### config.mk
export PLATFORM = sky130hd
export DESIGN_NAME = control_sequencer
export DESIGN_NICKNAME = d
export VERILOG_FILES = /design/src/rtl/control_sequencer.sv
export SDC_FILE = /design/constraint.sdc
export NUM_CORES = 1
export LEC_CHECK = 0
export ABC_CLOCK_PERIOD_IN_PS = 7100
export CELL_PAD_IN_SITES_DETAIL_PLACEMENT = 0
export CELL_PAD_IN_SITES_GLOBAL_PLACEMENT = 1
export CORE_AREA = 2 2 98 100
export CTS_CLUSTER_SIZE = 16
export DETAILED_ROUTE_END_ITERATION = 7
export DIE_AREA = 0 0 100 102
export GPL_TIMING_DRIVEN = 0
export PLACE_DENSITY = 0.83
export SLEW_MARGIN = 20
export SYNTH_ARGS = -nofsm -noshare
export SYNTH_HDL_FRONTEND = slang
export SYNTH_SLANG_ARGS = --single-unit
### constraint.sdc
create_clock -name clk -period 7.1 [get_ports clk]
set_input_delay 0.71 -clock clk [delete_from_list [all_inputs] [get_ports clk]]
set_output_delay 0.71 -clock clk [all_outputs]
set_load 0.005 [all_outputs]
### src/rtl/control_sequencer.sv
// Hardwired T-step control sequencer for the Mini SRC datapath.
// Decodes the registered state, step and IR opcode into datapath controls.
module control_sequencer #(
    parameter int          OP_W          = 5,
    parameter int          ALU_OP_W      = 5,
    parameter bit          MEM_HANDSHAKE = 1'b1,
    parameter int unsigned MAX_INSTR     = 0
) (
    input  logic                clk,
    input  logic                clr,
    input  logic                run,
    input  logic [31:0]         ir,
    input  logic                con_ff,
    input  logic                mem_ready,
    output logic                Pout,
    output logic                MARen,
    output logic                MDRen,
    output logic                MDROut,
    output logic                Read,
    output logic                Write,
    output logic                IRen,
    output logic                Pen,
    output logic                PCinc,
    output logic                Gra,
    output logic                Grb,
    output logic                Grc,
    output logic                Rin,
    output logic                Rout,
    output logic                BAout,
    output logic                Cout,
    output logic                Yen,
    output logic                ZLOen,
    output logic                ZLOout,
    output logic                ConIn,
    output logic                LinkIn,
    output logic [ALU_OP_W-1:0] alu_control,
    output logic [2:0]          step,
    output logic                instr_done,
    output logic                halted,
    output logic                illegal,
    output logic [31:0]         instr_count
);

    typedef enum logic [1:0] {
        S_IDLE,
        S_EXEC,
        S_HALT
    } state_t;

    localparam logic [OP_W-1:0] OP_LD   = OP_W'(5'b00000);
    localparam logic [OP_W-1:0] OP_LDI  = OP_W'(5'b00001);
    localparam logic [OP_W-1:0] OP_ST   = OP_W'(5'b00010);
    localparam logic [OP_W-1:0] OP_ADD  = OP_W'(5'b00011);
    localparam logic [OP_W-1:0] OP_SUB  = OP_W'(5'b00100);
    localparam logic [OP_W-1:0] OP_AND  = OP_W'(5'b01010);
    localparam logic [OP_W-1:0] OP_OR   = OP_W'(5'b01011);
    localparam logic [OP_W-1:0] OP_ADDI = OP_W'(5'b01100);
    localparam logic [OP_W-1:0] OP_BR   = OP_W'(5'b10010);
    localparam logic [OP_W-1:0] OP_JR   = OP_W'(5'b10011);
    localparam logic [OP_W-1:0] OP_JAL  = OP_W'(5'b10100);
    localparam logic [OP_W-1:0] OP_NOP  = OP_W'(5'b11010);
    localparam logic [OP_W-1:0] OP_HALT = OP_W'(5'b11011);

    localparam logic [ALU_OP_W-1:0] ALU_ADD = ALU_OP_W'(5'b00011);

    state_t      state_q, state_d;
    logic [2:0]  step_q, step_d;
    logic [31:0] count_q, count_d;

    logic [OP_W-1:0] opcode;
    logic is_alu, is_addi, is_ldi, is_ld, is_st, is_br;
    logic is_jr, is_jal, is_halt, is_known;
    logic [2:0] last_step;
    logic       mem_step;
    logic       mem_ok;
    logic       final_step;
    logic       budget_hit;

    assign opcode = ir[31:32-OP_W];

    wire unused_ir = ^ir[31-OP_W:0];

    always_comb begin
        is_alu   = (opcode == OP_ADD) || (opcode == OP_SUB) ||
                   (opcode == OP_AND) || (opcode == OP_OR);
        is_addi  = (opcode == OP_ADDI);
        is_ldi   = (opcode == OP_LDI);
        is_ld    = (opcode == OP_LD);
        is_st    = (opcode == OP_ST);
        is_br    = (opcode == OP_BR);
        is_jr    = (opcode == OP_JR);
        is_jal   = (opcode == OP_JAL);
        is_halt  = (opcode == OP_HALT);
        is_known = is_alu || is_addi || is_ldi || is_ld || is_st ||
                   is_br || is_jr || is_jal || is_halt ||
                   (opcode == OP_NOP);
        last_step = 3'd3;
        unique case (1'b1)
            is_alu, is_addi, is_ldi: last_step = 3'd5;
            is_ld, is_st:            last_step = 3'd7;
            is_br:                   last_step = 3'd6;
            is_jal:                  last_step = 3'd4;
            default:                 last_step = 3'd3;
        endcase
    end

    // Unknown opcodes fall through to the 4-step nop timing.
    always_comb begin
        mem_step   = (step_q == 3'd1) ||
                     (step_q == 3'd6 && is_ld) ||
                     (step_q == 3'd7 && is_st);
        mem_ok     = !MEM_HANDSHAKE || mem_ready;
        final_step = (state_q == S_EXEC) && (step_q == last_step);
        budget_hit = (MAX_INSTR != 0) &&
                     (count_q + 32'd1 == 32'(MAX_INSTR));
    end

    always_ff @(posedge clk) begin
        if (clr) begin
            state_q <= S_IDLE;
            step_q  <= 3'd0;
            count_q <= 32'd0;
        end else begin
            state_q <= state_d;
            step_q  <= step_d;
            count_q <= count_d;
        end
    end

    always_comb begin
        state_d = state_q;
        step_d  = step_q;
        count_d = count_q;
        unique case (state_q)
            S_IDLE: begin
                step_d = 3'd0;
                if (run) state_d = S_EXEC;
            end
            S_EXEC: begin
                if (!mem_step || mem_ok) begin
                    if (final_step) begin
                        count_d = count_q + 32'd1;
                        step_d  = 3'd0;
                        if (is_halt || budget_hit) state_d = S_HALT;
                        else if (run)              state_d = S_EXEC;
                        else                       state_d = S_IDLE;
                    end else begin
                        step_d = step_q + 3'd1;
                    end
                end
            end
            S_HALT: begin
                step_d = 3'd0;
            end
            default: begin
                state_d = S_IDLE;
                step_d  = 3'd0;
            end
        endcase
    end

    always_comb begin
        Pout = 1'b0; MARen = 1'b0; MDRen = 1'b0; MDROut = 1'b0;
        Read = 1'b0; Write = 1'b0; IRen = 1'b0; Pen = 1'b0;
        PCinc = 1'b0; Gra = 1'b0; Grb = 1'b0; Grc = 1'b0;
        Rin = 1'b0; Rout = 1'b0; BAout = 1'b0; Cout = 1'b0;
        Yen = 1'b0; ZLOen = 1'b0; ZLOout = 1'b0; ConIn = 1'b0;
        LinkIn = 1'b0;
        alu_control = '0;
        illegal     = 1'b0;
        instr_done  = final_step;
        halted      = (state_q == S_HALT);
        step        = step_q;
        instr_count = count_q;
        if (state_q == S_EXEC) begin
            unique case (step_q)
                3'd0: begin
                    Pout = 1'b1; MARen = 1'b1; PCinc = 1'b1;
                end
                3'd1: begin
                    Read = 1'b1; MDRen = 1'b1;
                end
                3'd2: begin
                    MDROut = 1'b1; IRen = 1'b1;
                end
                3'd3: begin
                    illegal = !is_known;
                    if (is_alu || is_addi) begin
                        Grb = 1'b1; Rout = 1'b1; Yen = 1'b1;
                    end
                    if (is_ldi || is_ld || is_st) begin
                        Grb = 1'b1; BAout = 1'b1; Yen = 1'b1;
                    end
                    if (is_br) begin
                        Gra = 1'b1; Rout = 1'b1; ConIn = 1'b1;
                    end
                    if (is_jr) begin
                        Gra = 1'b1; Rout = 1'b1; Pen = 1'b1;
                    end
                    if (is_jal) begin
                        Pout = 1'b1; LinkIn = 1'b1;
                    end
                end
                3'd4: begin
                    if (is_alu) begin
                        Grc = 1'b1; Rout = 1'b1; ZLOen = 1'b1;
                        alu_control = ALU_OP_W'(opcode);
                    end
                    if (is_addi || is_ldi || is_ld || is_st) begin
                        Cout = 1'b1; ZLOen = 1'b1;
                        alu_control = ALU_ADD;
                    end
                    if (is_br) begin
                        Pout = 1'b1; Yen = 1'b1;
                    end
                    if (is_jal) begin
                        Gra = 1'b1; Rout = 1'b1; Pen = 1'b1;
                    end
                end
                3'd5: begin
                    if (is_alu || is_addi || is_ldi) begin
                        ZLOout = 1'b1; Gra = 1'b1; Rin = 1'b1;
                    end
                    if (is_ld || is_st) begin
                        ZLOout = 1'b1; MARen = 1'b1;
                    end
                    if (is_br) begin
                        Cout = 1'b1; ZLOen = 1'b1;
                        alu_control = ALU_ADD;
                    end
                end
                3'd6: begin
                    if (is_ld) begin
                        Read = 1'b1; MDRen = 1'b1;
                    end
                    if (is_st) begin
                        Gra = 1'b1; Rout = 1'b1; MDRen = 1'b1;
                    end
                    if (is_br) begin
                        ZLOout = 1'b1; Pen = con_ff;
                    end
                end
                3'd7: begin
                    if (is_ld) begin
                        MDROut = 1'b1; Gra = 1'b1; Rin = 1'b1;
                    end
                    if (is_st) Write = 1'b1;
                end
                default: ;
            endcase
        end
    end

endmodule

==> results of run 1 <==
per-stage QoR:
| stage | cells | worst slack [ns] | utilization | hold slack, ns | total power, µW |
|---|---|---|---|---|---|
| detailed placement | 549 | 2.664 | 0.3894 | 0.4625 | 267.2 |
| CTS | 557 | 2.655 | 0.4005 | 0.4769 | 430.9 |
| global placement | 549 | 2.630 | 0.3894 | 0.4496 | 267.2 |
| global route | 557 | 2.537 | 0.4005 | 0.5108 | 444.6 |
| floorplan | 367 | 3.766 | - | 0.4286 | 245.7 |
| finish | 557 | 2.625 | 0.4005 | 0.4771 | 428.0 |
cell families (layout without fill, tap and decap cells):
logic type / count (synthesis) / in the layout
muxes: 4 / 4
and+or+nand+nor: 168 / 168
other: 1 / 1
buffers and inverters: 44 / 123
adders and majority gates: 7 / 7
xor gates and xnor gates: 2 / 2
AOI/OAI and AO/OA: 104 / 104
DFF: 37 / 37
cell usage after synthesis (all sizes together), types with 9 or more instances:
library cell  number
a21oi             45
nand3             23
nor2              24
nand4             10
buf               11
o21ai              9
nor3              11
inv               14
o31ai             22
dfxtp             37
or4               26
clkbuf            19
nand2             30
worst reg2reg max path, cell delays in order, from the launching register on:
cell      delay, ns
dfxtp_1        0.51
ha_1           0.30
ha_1           0.24
or4b_1         0.52
o22a_1         0.21
nand2_1        0.18
clkbuf_1       0.37
clkbuf_1       0.48
nand2_1        0.11
a211oi_1       0.22
flip-flops by register name, summed over array words and instances, names as in the netlist:
| signal | count |
|---|---|
| instr_count | 32 |
| state_q | 2 |
| step | 3 |
power by group through the flow:
stage | registers [µW] | clock network, µW | logic, µW
2_1_floorplan | 214 | 0 | 31.4
3_3_place_gp | 215 | 0 | 52.5
3_5_place_dp | 215 | 0 | 52.4
4_1_cts | 210 | 168 | 52.7
5_1_grt | 210 | 176 | 58.2
6_report | 210 | 165 | 53.1
worst max path at each step:
stage,slack [ns],endpoint,cells after the start
6_report,2.62,instr_done,10
5_1_grt,2.54,instr_done,10
4_1_cts,2.66,instr_done,10
3_5_place_dp,2.66,instr_done,10
3_3_place_gp,2.63,instr_done,10
2_1_floorplan,3.77,instr_done,8
per-layer routing:
| metal | routed length (µm) | GRT usage | vias up | share of wire |
|---|---|---|---|---|
| met3 | 487 | 0.02189 | 12 | 0.053 |
| met2 | 4257 | 0.3150 | 122 | 0.46 |
| li1 | - | - | 1541 | - |
| met1 | 4341 | 0.2414 | 1463 | 0.47 |
| met4 | 112 | 0.04426 | 0 | 0.012 |
| met5 | 0 | 0 | - | 0 |
layout make-up:
type,instances,area [µm²]
multi-input cells,286,1757
clock buffers,7,96.34
repair buffers,71,710.7
fillers,968,5460
inverters,14,52.55
well taps,111,138.9
flip-flops and latches,37,740.7
clock inverters,1,5.005
plain buffers,30,147.6
layout by cell type (no fill, tap or decap), types with 10 or more instances in the layout:
master | Yosys | routed
nand4_1 | 10 | 10
dfxtp_1 | 37 | 37
o31ai_1 | 22 | 22
nand2_1 | 30 | 30
nand3_1 | 23 | 23
nor3_1 | 11 | 11
nor2_1 | 24 | 24
clkbuf_1 | 19 | 19
a21oi_1 | 45 | 45
or4_1 | 26 | 26
inv_1 | 13 | 13
clkdlybuf4s50_1 | 0 | 71
==> metrics.md, run 1 <==
| Metric | Value |
|---|---|
| Status | completed |
| Biggest area consumer among synthesized cells | dfxtp_1 |
| Nets | between 400 and 500 |
| Post-Synthesis Cells | 367 |
| Launch point of the critical path | ir[31] |
| HP Class | reg2reg |
| Gate power share | 0.124 |
| EDFF count, synth | 0 |
| Initial DRT Pass Iterations | 4 |
| Top cells by area, synth | dfxtp_1, a21oi_1, or4_1, o31ai_1, nand3_1 |
| Leak Pwr | approximately 0.0011 µW |
| Worst-path fanout max | 10 |
| Max Clk Rate | between 200 and 250 MHz |
| Critical path class | in2out |
| Clock root buffer | clkbuf_8 |
| Min-delay src | state_q[1] |
| Arrival time worst endpoint | roughly 3.8 ns |
| Main synth FF type | dfxtp_1 |
| Post-layout instance area | ~3600 µm² |
| Tmin final | approximately 4.5 ns |
| Critical Path RT | 6.39 ns |
| Initial antenna violation count | 0 |
| Cts hold-fix bufs | 0 |
| Tightest Pin Transition | ~0.62 ns |
| Global route overflow | 0 |
| Final Hold Viols | 0 |
| Sequential share of power | 0.490 |
| Worst-case reg-to-reg path depth | 9 |
| Post-Synth XOR/XNOR Area | 0.006494 |
| Gpl congestion | 0.9236 |
| # IOs | between 100 and 150 |
| Yosys reg bits | 37 |
| DRT antenna net count | 0 |
| Crit path max-delay family | buffers and inverters |
| Startpoint types | input pin |
| Tcrit/Tclk final | 0.6303 |
| Mapped Area | between 2000 and 3000 µm² |
| RSZ-0062 raised after global routing | no |
| RR Endpoint | step[0] |
| Internal | roughly 320 µW |
| Peak VDD IR | ~77 µV |
| Post-CTS setup buffer count | 0 |
| Net Sw Frac | 0.2605 |
| Sequential-to-total area share from yosys stat | 0.2746 |
| Syn avg cell area | approximately 7.4 µm² |
| CTS Buf Count | 5 |
| Worst skew pair latency | 0.29 ns |
| Critical Path Sink Type | primary output |
| Slowest cell on crit path | clkdlybuf4s50_1 |
| Largest family of logic cells by synthesized area | simple AND/OR/NAND/NOR gates |
| Compound-cell area share of the yosys netlist | 0.2463 |
| Fin Setup TNS | 0 ns |
| Fraction of registers with async set/reset | 0 |
| Largest net degree at the start of global routing | 12 |
| Fraction of layout cells with a size suffix above 1 | 0.06726 |
| Top cell type's share of synthesized area | 0.2746 |
| Gr usage total | 0.1814 |
| Mean routed wirelength per cell | 16.51 µm |
| DP Wirelength | slightly below 7000 µm |
| CTS sink count | 37 |
| Via count of the routed design | ~3,100 |
| WL final | 9198 µm |
| Synthesized-area fraction occupied by and/or/nand/nor cells | 0.3488 |
| Drt via density | ~5.6 |
| P_sw | roughly 110 µW |
| Max Root-Sink Buffers | 2 |
| Post-synth cell types | between 50 and 60 |
| First-pass GRT wire length | ~15,000 µm |
| Core area | 9109 µm² |
| Port Buffers | 71 |
| Initial Util | 0.2962 |
| Die area | around 10,000 µm² |
| Clk slew on worst S/H paths | roughly 0.080 ns |
| Quantity of gates resized following cts | 0 |
| Diode count | 0 |
| Row cnt | 35 |
| Setup Viol. Count Final | 0 |
| Iteration-0 DRC Markers | 160 |
| Mux share of post-synthesis cell area | 0.01577 |
| Reg2Reg Setup Slack | slightly below 4 ns |
| Yosys warning count | 0 |
| Syn Nets | a little over 400 |
| MaxCap Viol Count | 0 |
| Slew Limit Fails | 0 |
| Clock tree from TritonCTS | yes |
| Vias in the first global route | 3,032 |
| Synth Area in Adders | 0.03247 |
| Critical path's largest stage delay | roughly 0.55 ns |
| RR Startpoint | step[0] |
| Die Ht | just over 100 µm |
| Clock power share | 0.386 |
| CTS H-Tree Depth | 2 |
| Power per cell area | approximately 120 nW/µm² |
| DRC viols | 0 |
| Area Growth Syn to Fin | 35.25% |
| Hold path cells | 1 |
| Worst Path Buf+Inv | 7 |
| Critical-path cell list | clkdlybuf4s50_1 -> buf_2 -> inv_1 -> or4_1 -> mux2i_1 -> or4_1 -> buf_2 -> buf_6 -> inv_2 -> clkdlybuf4s50_1 |
| Max Clock Skew | 0.005307 ns |
| Hold path endpoint | state_q[0] |
| Placed cell area | 3547 µm² |
| Die Wd | roughly 100 µm |
| Slew HR | 0.5826 |
Note: power is estimated with default switching activity, not from simulation.
==> run 2, diff against run 1 <==
Settings changed: ABC_CLOCK_PERIOD_IN_PS 7100 to 3700, CORE_AREA 2 2 98 100 to 2 2 102 104, DIE_AREA 0 0 100 102 to 0 0 104 106, PLACE_DENSITY 0.83 to 0.81.
Clock period 7.1 ns to 3.7 ns, I/O delays scaled along.
==> metrics.md, run 2 (synthesis gave the netlist of run 1 again) <==
| Metric | Value |
|---|---|
| Status | completed |
| Critical path class | reg2out |
| Leak Pwr | 0.001157 µW (+3.6%) |
| Gr usage total | 0.1702 (-0.01126) |
| RR Endpoint | step[0] |
| Gate power share | 0.114 (-0.010) |
| Tmin final | approximately 3.5 ns |
| Slew HR | 0.5805 (-0.002164) |
| Peak VDD IR | 206.3 µV (+170%) |
| Slowest cell on crit path | clkdlybuf4s50_1 |
| Max Root-Sink Buffers | 2 (unchanged) |
| WL final | 9495 µm (+3.2%) |
| DRC viols | 0 (unchanged) |
| Sequential share of power | 0.429 (-0.061) |
| CTS Buf Count | 5 (unchanged) |
| Global route overflow | 0 (unchanged) |
| Die Wd | 104 µm (+4.0%) |
| Hold path cells | 1 (unchanged) |
| Arrival time worst endpoint | 3.18 ns (-0.59 ns) |
| Diode count | 0 (unchanged) |
| Most frequent cells in the layout | clkdlybuf4s50_1, a21oi_1, dfxtp_1 |
| Critical path's largest stage delay | 0.57 ns (+0.02 ns) |
| Worst Path Buf+Inv | 1 (-6) |
| Iteration-0 DRC Markers | 169 (+5.6%) |
| RR Startpoint | step[1] |
| Most frequent CP cell | ha_1 |
| Via count of the routed design | 3,197 (+1.9%) |
| Worst-case reg-to-reg path depth | 9 (unchanged) |
| Gpl congestion | 0.8578 (-7.1%) |
| Startpoint types | flop |
| # IOs | 101 (unchanged) |
| Critical Path Sink Type | primary output |
| Initial DRT Pass Iterations | 4 (unchanged) |
| CTS sink count | 37 (unchanged) |
| Crit path max-delay family | simple AND/OR/NAND/NOR gates |
| Max Clk Rate | about 280 MHz |
| HP Class | reg2reg |
| Fin Setup TNS | 0 ns (unchanged) |
| Area Growth Syn to Fin | 39.01% |
| Fraction of layout cells with a size suffix above 1 | 0.07813 (+0.01086) |
| CTS H-Tree Depth | 2 (unchanged) |
| Final Hold Viols | 0 (unchanged) |
| Setup Viol. Count Final | 0 (unchanged) |
| Critical-path cell list | ha_1 -> ha_1 -> or4b_1 -> nor3_1 -> or2_2 -> nor3b_1 -> clkdlybuf4s50_1 |
| Clock tree from TritonCTS | yes |
| Clock root buffer | clkbuf_8 |
| Largest net degree at the start of global routing | 13 (+1) |
| Vias in the first global route | 3,028 (-0.13%) |
| Min-delay src | state_q[1] |
| Core area | 10000 µm² (+9.8%) |
| Die area | 11,020 µm² (+8.1%) |
| Max reg flops | 32 (unchanged) |
| Drt via density | 5.474 (-2.8%) |
| Port Buffers | 71 (unchanged) |
| Row cnt | 37 (+5.7%) |
| P_sw | 228.8 µW (+110%) |
| Reg2Reg Setup Slack | 0.48 ns (-3.39 ns) |
| Die Ht | 106 µm (+3.9%) |
| MaxCap Viol Count | 0 (unchanged) |
| Most common cell after layout, fill and taps aside | clkdlybuf4s50_1 |
| Mean routed wirelength per cell | 16.26 µm (-1.5%) |
| Clock power share | 0.457 (+0.071) |
| RSZ-0062 raised after global routing | no |
| Worst-path fanout max | 5 (-5) |
| Clk slew on worst S/H paths | 0.08 ns (about the same) |
| Worst skew pair latency | 0.30 ns (about the same) |
| Hold_ws | 0.4775 ns (+0.0004140 ns) |
| Max Clock Skew | 0.006438 ns (+0.001131 ns) |
| Nets | 491 (+0.41%) |
| DP Wirelength | 6827 µm (+0.39%) |
| Slew Limit Fails | 0 (unchanged) |
| Initial antenna violation count | 0 (unchanged) |
| Internal | 709.2 µW (+120%) |
| DRT antenna net count | 0 (unchanged) |
| First-pass GRT wire length | 15,550 µm (+2.4%) |
| Tcrit/Tclk final | 0.9591 |
| Tightest Pin Transition | 0.6270 ns (+0.003233 ns) |
| Initial Util | 0.2698 (-0.02638) |
| Power per cell area | 250.1 nW/µm² (+110%) |
| Hold path endpoint | state_q[0] |
| Critical Path RT | 3.33 ns (-3.06 ns) |
| Net Sw Frac | 0.2440 (-0.01658) |
run 2: cell types whose count changed in the layout (fill, tap and decap cells not counted), moves of 2 or more:
| cell | delta |
|---|---|
| buf_4 | +4 |
| bufinv_16 | +2 |
| clkbuf_8 | -2 |
| buf_2 | -2 |
run 2: metal layers:
| layer | track usage | vias up | wire, µm | part of all wire |
|---|---|---|---|---|
| met2 | 0.2857 | 137 | 4398 | 0.46 |
| met1 | 0.2310 | 1514 | 4378 | 0.46 |
| met5 | 0 | - | 0 | 0 |
| met3 | 0.03066 | 6 | 656 | 0.069 |
| li1 | - | 1540 | - | - |
| met4 | 0.02992 | 0 | 61 | 0.0064 |
run 2: timing repair:
| action | CTS | global route |
|---|---|---|
| setup buffers | 1 | 1 |
| endpoints found under the hold margin | 0 | 0 |
| resized for setup | 3 | 5 |
| gates cloned | 0 | 0 |
| setup endpoints to repair | 1 | 2 |
| hold buffers | 0 | 0 |
run 2: final cells by class:
type                       count  area [µm²]
clock buffer                   5       68.82
multi-input combinational    286        1762
clock inverter                 3       65.06
fill                        1085        6250
inverter                      14       61.31
sequential                    37       742.0
timing repair buffer          73       728.2
buffer                        30       152.6
tap                          136       170.2
run 2: per-stage QoR:
stage                     total power [µW]    util  std cells  area [µm²]  worst slack [ns]
after global placement               513.8  0.3579        574        3578           -0.1126
after CTS                            940.1  0.3727        583        3727           0.01503
final                                938.0  0.3750        584        3750            0.1512
after floorplan                      471.5       -        367        2698            0.8163
after global routing                 974.5  0.3750        584        3750           0.03963
after detailed placement             513.1  0.3579        574        3578          -0.08654
run 2: power by group through the flow:
stage	clock [µW]	sequential (µW)	combinational, µW
2_1_floorplan	0	411	60.3
3_3_place_gp	0	412	102
3_5_place_dp	0	412	101
4_1_cts	434	403	103
5_1_grt	454	403	117
6_report	429	403	106
run 2: worst max-delay path by stage:
stage | startpoint | to | slack (ns) | cells past startpoint
3_5_place_dp | ir[31] | instr_done | -0.09 | 10
2_1_floorplan | ir[28] | instr_count[11] | 0.82 | 10
3_3_place_gp | ir[31] | instr_done | -0.11 | 10
5_1_grt | step[0] | Rin | 0.04 | 7
4_1_cts | ir[27] | instr_done | 0.02 | 9
6_report | step[1] | Rin | 0.15 | 7
